File: config.mk
export PLATFORM = sky130hd
export DESIGN_NAME = ifetch_unit_flat
export DESIGN_NICKNAME = d
export VERILOG_FILES = /design/src/rtl/ifetch_unit_pkg.sv /design/src/rtl/ifetch_unit_if.sv /design/src/rtl/ifetch_unit_fifo.sv /design/src/rtl/ifetch_unit.sv /design/src/flat_wrapper.sv
export SDC_FILE = /design/constraint.sdc
export NUM_CORES = 1
export LEC_CHECK = 0
export ABC_CLOCK_PERIOD_IN_PS = 4200
export CAP_MARGIN = 20
export CORE_MARGIN = 2
export CORE_UTILIZATION = 46
export CTS_BUF_LIST = sky130_fd_sc_hd__clkbuf_8 sky130_fd_sc_hd__clkbuf_16
export DETAILED_ROUTE_END_ITERATION = 16
export PLACE_DENSITY = 0.73
export SYNTH_ARGS = -nofsm -noshare
export SYNTH_HDL_FRONTEND = slang
export SYNTH_SLANG_ARGS = --single-unit
File: constraint.sdc
create_clock -name clk -period 4.2 [get_ports clk]
set_clock_uncertainty 0.15 [all_clocks]
set_input_delay 0.42 -clock clk [delete_from_list [all_inputs] [get_ports clk]]
set_output_delay 0.42 -clock clk [all_outputs]
set_load 0.1 [all_outputs]
File: src/rtl/ifetch_unit_pkg.sv
// ifetch_unit_pkg: MIPS opcode/funct encodings, fetch entry type and fetch FSM states.
package ifetch_unit_pkg;
  localparam logic [5:0] OP_RTYPE = 6'h00;
  localparam logic [5:0] OP_J = 6'h02;
  localparam logic [5:0] OP_JAL = 6'h03;
  localparam logic [5:0] OP_BEQ = 6'h04;
  localparam logic [5:0] OP_BNE = 6'h05;
  localparam logic [5:0] FN_JR = 6'h08;
  localparam logic [31:0] NOP_INSTR = 32'h0000_0000;
  typedef struct packed {
    logic [31:0] pc;
    logic [31:0] instr;
  } fetch_entry_t;
  typedef enum logic [1:0] {BOOT, RUN, FLUSH} fetch_state_e;
endpackage

File: src/rtl/ifetch_unit_if.sv
// ifetch_unit_if: instruction-memory, redirect and decode-side signals of the fetch stage.
interface ifetch_unit_if;
  logic imem_req;
  logic [31:0] imem_addr;
  logic [31:0] imem_rdata;
  logic redirect_valid;
  logic [31:0] redirect_pc;
  logic excp;
  logic dec_ready;
  logic dec_valid;
  logic [31:0] dec_instr;
  logic [31:0] dec_pc;
  logic [5:0] opCode;
  logic [5:0] funct;
  modport master (
    output imem_req, imem_addr, dec_valid, dec_instr, dec_pc, opCode, funct,
    input imem_rdata, redirect_valid, redirect_pc, excp, dec_ready
  );
  modport slave (
    input imem_req, imem_addr, dec_valid, dec_instr, dec_pc, opCode, funct,
    output imem_rdata, redirect_valid, redirect_pc, excp, dec_ready
  );
endinterface

File: src/rtl/ifetch_unit_fifo.sv
// ifetch_unit_fifo: prefetch FIFO of fetch_entry_t with synchronous flush and occupancy count.
module ifetch_unit_fifo
  import ifetch_unit_pkg::*;
#(
  parameter int DEPTH = 2
) (
  input  logic clk,
  input  logic rst,
  input  logic push,
  input  logic pop,
  input  logic flush,
  input  fetch_entry_t din,
  output fetch_entry_t dout,
  output logic [$clog2(DEPTH):0] count
);
  localparam int AW = $clog2(DEPTH);
  localparam int CW = AW + 1;
  fetch_entry_t mem_q [DEPTH];
  logic [AW-1:0] rptr_q, wptr_q;
  logic [CW-1:0] count_q;
  always_ff @(posedge clk or posedge rst)
    if (rst) begin
      rptr_q <= '0;
      wptr_q <= '0;
      count_q <= '0;
    end else if (flush) begin
      rptr_q <= '0;
      wptr_q <= '0;
      count_q <= '0;
    end else begin
      if (push) wptr_q <= wptr_q + AW'(1);
      if (pop) rptr_q <= rptr_q + AW'(1);
      count_q <= count_q + CW'(push) - CW'(pop);
    end
  always_ff @(posedge clk)
    if (push && !flush) mem_q[wptr_q] <= din;
  assign dout = mem_q[rptr_q];
  assign count = count_q;
endmodule

File: src/rtl/ifetch_unit.sv
// ifetch_unit: owns the PC, fetches from imem into a prefetch FIFO, flushes on redirect/exception.
// Define IFETCH_EPC_EN to add the epc output that captures the PC of the excepting instruction.
module ifetch_unit
  import ifetch_unit_pkg::*;
#(
  parameter logic [31:0] RESET_PC = 32'h0000_0000,
  parameter logic [31:0] EXC_VECTOR = 32'h0000_0080,
  parameter int FIFO_DEPTH = 2
) (
  input logic clk,
  input logic reset,
`ifdef IFETCH_EPC_EN
  output logic [31:0] epc,
`endif
  ifetch_unit_if.master bus
);
  localparam int CW = $clog2(FIFO_DEPTH) + 1;
  fetch_state_e state_q, state_d;
  logic [31:0] fetch_pc_q, fetch_pc_d, inflight_pc_q, target;
  logic inflight_q, inflight_ep_q, epoch_q, epoch_d;
  logic excp_take, flush, pop, push, credit;
  logic [CW-1:0] count;
  fetch_entry_t head;
  always_comb begin
    bus.dec_valid = state_q == RUN && count != '0;
    bus.dec_instr = bus.dec_valid ? head.instr : NOP_INSTR;
    bus.dec_pc = bus.dec_valid ? head.pc : '0;
    bus.opCode = bus.dec_instr[31:26];
    bus.funct = bus.dec_instr[5:0];
    excp_take = state_q == RUN && bus.excp && bus.dec_valid;
    flush = excp_take || (state_q == RUN && bus.redirect_valid);
    target = excp_take ? EXC_VECTOR : {bus.redirect_pc[31:2], 2'b00};
    pop = bus.dec_valid && bus.dec_ready && !flush;
    // a response tagged with a stale epoch belongs to a squashed fetch stream
    push = inflight_q && inflight_ep_q == epoch_q && !flush;
    // a pop this cycle frees a slot for the word that returns next cycle
    credit = 32'(count) + 32'(inflight_q) < 32'(FIFO_DEPTH) + 32'(pop);
    bus.imem_req = credit && (state_q == FLUSH || (state_q == RUN && !flush));
    bus.imem_addr = fetch_pc_q;
    state_d = flush ? FLUSH : RUN;
    fetch_pc_d = flush ? target : bus.imem_req ? fetch_pc_q + 32'd4 : fetch_pc_q;
    epoch_d = epoch_q ^ flush;
  end
  always_ff @(posedge clk or posedge reset)
    if (reset) begin
      state_q <= BOOT;
      fetch_pc_q <= RESET_PC;
      inflight_q <= 1'b0;
      inflight_ep_q <= 1'b0;
      inflight_pc_q <= '0;
      epoch_q <= 1'b0;
    end else begin
      state_q <= state_d;
      fetch_pc_q <= fetch_pc_d;
      inflight_q <= bus.imem_req;
      inflight_ep_q <= epoch_q;
      inflight_pc_q <= fetch_pc_q;
      epoch_q <= epoch_d;
    end
`ifdef IFETCH_EPC_EN
  always_ff @(posedge clk or posedge reset)
    if (reset) epc <= '0;
    else if (excp_take) epc <= bus.dec_pc;
`endif
  ifetch_unit_fifo #(.DEPTH(FIFO_DEPTH)) u_fifo (
    .clk(clk),
    .rst(reset),
    .push(push),
    .pop(pop),
    .flush(flush),
    .din('{pc: inflight_pc_q, instr: bus.imem_rdata}),
    .dout(head),
    .count(count)
  );
endmodule

File: src/flat_wrapper.sv
// flat-port wrapper written by rule: the top's interface ports become plain ports
module ifetch_unit_flat import ifetch_unit_pkg::*;
#(
  parameter logic [31:0] RESET_PC = 32'h0000_0000,
  parameter logic [31:0] EXC_VECTOR = 32'h0000_0080,
  parameter int FIFO_DEPTH = 2
)
  (clk, reset, bus_imem_req, bus_imem_addr, bus_dec_valid, bus_dec_instr, bus_dec_pc, bus_opCode, bus_funct, bus_imem_rdata, bus_redirect_valid, bus_redirect_pc, bus_excp, bus_dec_ready);
  ifetch_unit_if bus_i ();
  input logic clk;
  input logic reset;
  output wire logic [$bits(bus_i.imem_req)-1:0] bus_imem_req;
  output wire logic [$bits(bus_i.imem_addr)-1:0] bus_imem_addr;
  output wire logic [$bits(bus_i.dec_valid)-1:0] bus_dec_valid;
  output wire logic [$bits(bus_i.dec_instr)-1:0] bus_dec_instr;
  output wire logic [$bits(bus_i.dec_pc)-1:0] bus_dec_pc;
  output wire logic [$bits(bus_i.opCode)-1:0] bus_opCode;
  output wire logic [$bits(bus_i.funct)-1:0] bus_funct;
  input wire logic [$bits(bus_i.imem_rdata)-1:0] bus_imem_rdata;
  input wire logic [$bits(bus_i.redirect_valid)-1:0] bus_redirect_valid;
  input wire logic [$bits(bus_i.redirect_pc)-1:0] bus_redirect_pc;
  input wire logic [$bits(bus_i.excp)-1:0] bus_excp;
  input wire logic [$bits(bus_i.dec_ready)-1:0] bus_dec_ready;
  assign bus_imem_req = bus_i.imem_req;
  assign bus_imem_addr = bus_i.imem_addr;
  assign bus_dec_valid = bus_i.dec_valid;
  assign bus_dec_instr = bus_i.dec_instr;
  assign bus_dec_pc = bus_i.dec_pc;
  assign bus_opCode = bus_i.opCode;
  assign bus_funct = bus_i.funct;
  assign bus_i.imem_rdata = bus_imem_rdata;
  assign bus_i.redirect_valid = bus_redirect_valid;
  assign bus_i.redirect_pc = bus_redirect_pc;
  assign bus_i.excp = bus_excp;
  assign bus_i.dec_ready = bus_dec_ready;
  ifetch_unit #(.RESET_PC(RESET_PC), .EXC_VECTOR(EXC_VECTOR), .FIFO_DEPTH(FIFO_DEPTH)) u_core (.clk(clk), .reset(reset), .bus(bus_i));
endmodule
==> results.json <==
{
  "grt_remaining_overflow": 0,
  "path_cells": "ha_1 -> or4b_4 -> o31ai_4 -> nand3b_1 -> inv_1 -> buf_4",
  "hold_viol": 0,
  "final_cells": 995,
  "path_max_fanout": 7,
  "slowest_delay_ns": 0.50,
  "place_hpwl_um": 11900,
  "cp.required_ns": 3.63,
  "slew_viol_final": 0,
  "crit_path_end_kind": "output pin",
  "gp_congestion": 0.914,
  "reg2reg_depth": 6,
  "grt_pass1_vias": 5277,
  "ys_ff_latch": 193,
  "via_count": 5480,
  "async_flop_share_pct": 35.8,
  "syn_area_mm2": 0.00796,
  "synth_cells": 598,
  "die_area_mm2": 0.0184,
  "rsz0062_at_grt": "no",
  "hold_path.class": "flop to flop",
  "synth.distinct_cells": 60,
  "htree_num_levels": 4,
  "r2r-start": "u_core.u_fifo.count[0]$_DFF_PP0_",
  "max-slew-margin-rel_pct": 32.2,
  "grt_busiest_layer": "met2",
  "nNetsFinal": 831,
  "layout_common_cells": "edfxtp_1, clkdlybuf4s50_1, nor2_1",
  "hold_depth": 0,
  "fmax_mhz": 287,
  "io_buffers": 172,
  "status": "complete, no violations",
  "synthTopCellsByArea": "edfxtp_1, dfrtp_1, mux2i_1",
  "r2r_slack_ns": 1.22,
  "die_w_um": 136,
  "grt_max_degree": 70,
  "cp_slowest_cell": "or4b_4",
  "ys.flop_type": "edfxtp_1",
  "die_h_um": 136,
  "hp-start": "u_core.bus.imem_addr[31]$_DFFE_PP0P_",
  "clk_path_buf_depth": 2,
  "cts_tree": "done",
  "cts_sinks": 193,
  "synth_top_area_share_pct": 46.8,
  "path_class": "flop to output pin",
  "clk_pin_slew_worst_paths_ns": 0.07,
  "tightest_slew_ns": 1.01,
  "initial_core_util_pct": 46.5,
  "min_to": "u_core.inflight_pc_q[31]$_DFF_PP0_",
  "ant_nets": 0,
  "ios": 179,
  "fp-row-count": 48,
  "layout-drive-gt1-share_pct": 14.7,
  "yosysTopAreaCell": "edfxtp_1",
  "dr.pass1.iters": 5,
  "crit_arrival_ns": 2.91,
  "min_period_over_period_pct": 82.9,
  "fin_crit_ns": 3.48,
  "seq_area_frac_synth_pct": 68.4,
  "place_inst": 963,
  "post_drt_wl_per_cell_um": 18.2,
  "drt-vias-per-instance": 5.51,
  "syn2layout_area_growth_pct": 29.4,
  "drt_iter0_markers": 463,
  "setup_violations": 0,
  "hold_ws_ns": 0.283,
  "use_met1_pct": 27.0,
  "mostFrequentLayoutCell": "edfxtp_1",
  "hold_buffers": 0,
  "diodes": 0,
  "post_cts_resized": 0,
  "syn_avg_cell_area_um2": 13.3,
  "cap_violations": 0,
  "wl_um": 18100,
  "antenna_found_initial": 0,
  "use_met3_pct": 4.23,
  "cts_setup_buffers": 0,
  "grt_pass1_wl_um": 28100,
  "synth_warnings": 0,
  "worst_setup_path_start_kind": "flop",
  "synth-edff-count": 124,
  "core_area_mm2": 0.0171,
  "grt_util_met2_pct": 32.2,
  "grt.total_usage_pct": 20.1,
  "clock-root-buffer": "clkbuf_16",
  "drc": 0,
  "clk_latency_ns": 0.43,
  "cts_inserted_buffers": 17,
  "reg2reg_to": "u_core.bus.imem_addr[29]$_DFFE_PP0P_"
}
## stage by stage
step / setup WS, ns / TNS (ns) / area (um^2) / utilization (%)
4_1_cts: 0.705 / 0 / 10300 / 60.2
5_1_grt: 0.613 / 0 / 10300 / 60.2
3_3_place_gp: 0.993 / 0 / 9710 / 56.8
3_5_place_dp: 0.940 / 0 / 9710 / 56.8
6_report: 0.720 / 0 / 10300 / 60.2
2_1_floorplan: -0.329 / -40.75 / 7980 / -
## synthesized netlist by cell type, drive strengths merged, types with 5 or more instances
master and instances:
clkbuf 19, mux2i 64, nand4 11, a21oi 26, edfxtp 124, inv 9
dfrtp 69, ha 5, nor4 6, nor2 82, o21ai 20, o31ai 6
o311ai 5, buf 23, o22ai 5, nor3 10, nand3 17, and3 5
nand2 36
## cell type report
class	count	area, um^2
clock buffer	18	450
inverter	10	37.5
tap	225	282
fill	1321	6810
timing repair buffer	179	1650
multi-input combinational	356	2290
clock inverter	14	143
sequential	193	5450
## worst max-delay path by stage
stage / from / endpoint / slack, ns / cells after the start
final: u_core.u_fifo.count[0]$_DFF_PP0_ / bus_imem_req / 0.72 / 6
after global placement: bus_redirect_valid / bus_imem_req / 0.99 / 6
after CTS: u_core.u_fifo.count[0]$_DFF_PP0_ / bus_imem_req / 0.71 / 6
after detailed placement: bus_redirect_valid / bus_imem_req / 0.94 / 6
after floorplan: u_core.u_fifo.count[1]$_DFF_PP0_ / u_core.u_fifo.mem_q[0][0]$_DFFE_PP_ / -0.33 / 6
after global routing: u_core.u_fifo.count[0]$_DFF_PP0_ / bus_imem_req / 0.61 / 6
## kinds of logic after synthesis
| group | share of synthesized area [%] |
|---|---|
| xor gates and xnor gates | 0.660 |
| AOI/OAI and AO/OA | 7.98 |
| adders and majority gates | 0.786 |
| muxes | 8.04 |
| other | 0.0471 |
| buffers and inverters | 3.22 |
| and+or+nand+nor | 10.8 |
| DFF | 68.4 |
## state kept, by name, indices dropped and copies added, names as in the netlist
signal,count
u_core.inflight_q,1
u_core.u_fifo.wptr_q,1
u_core.inflight_ep_q,1
u_core.state_q,2
u_core.u_fifo.mem_q,124
u_core.epoch_q,1
u_core.u_fifo.count,2
u_core.u_fifo.rptr_q,1
u_core.bus.imem_addr,30
u_core.inflight_pc_q,30
## worst max-delay path: cells and delay by family, from the launching register on
family	cells	cell delay [ns]
AND/OR/NAND/NOR	2	0.86
buffers and inverters	2	0.48
flip-flops	1	0.46
AO/OA/AOI/OAI	1	0.36
adder cells (fa/ha/maj)	1	0.32
## layer usage
layer | vias up | share of wire, %
li1 | 2536 | -
met1 | 2652 | 42
met2 | 269 | 48
met3 | 23 | 8.1
met4 | 0 | 1.5
met5 | - | 0
Power is not shown: default switching activity piles up to over one toggle a cycle in this logic, so the estimate is an artifact.
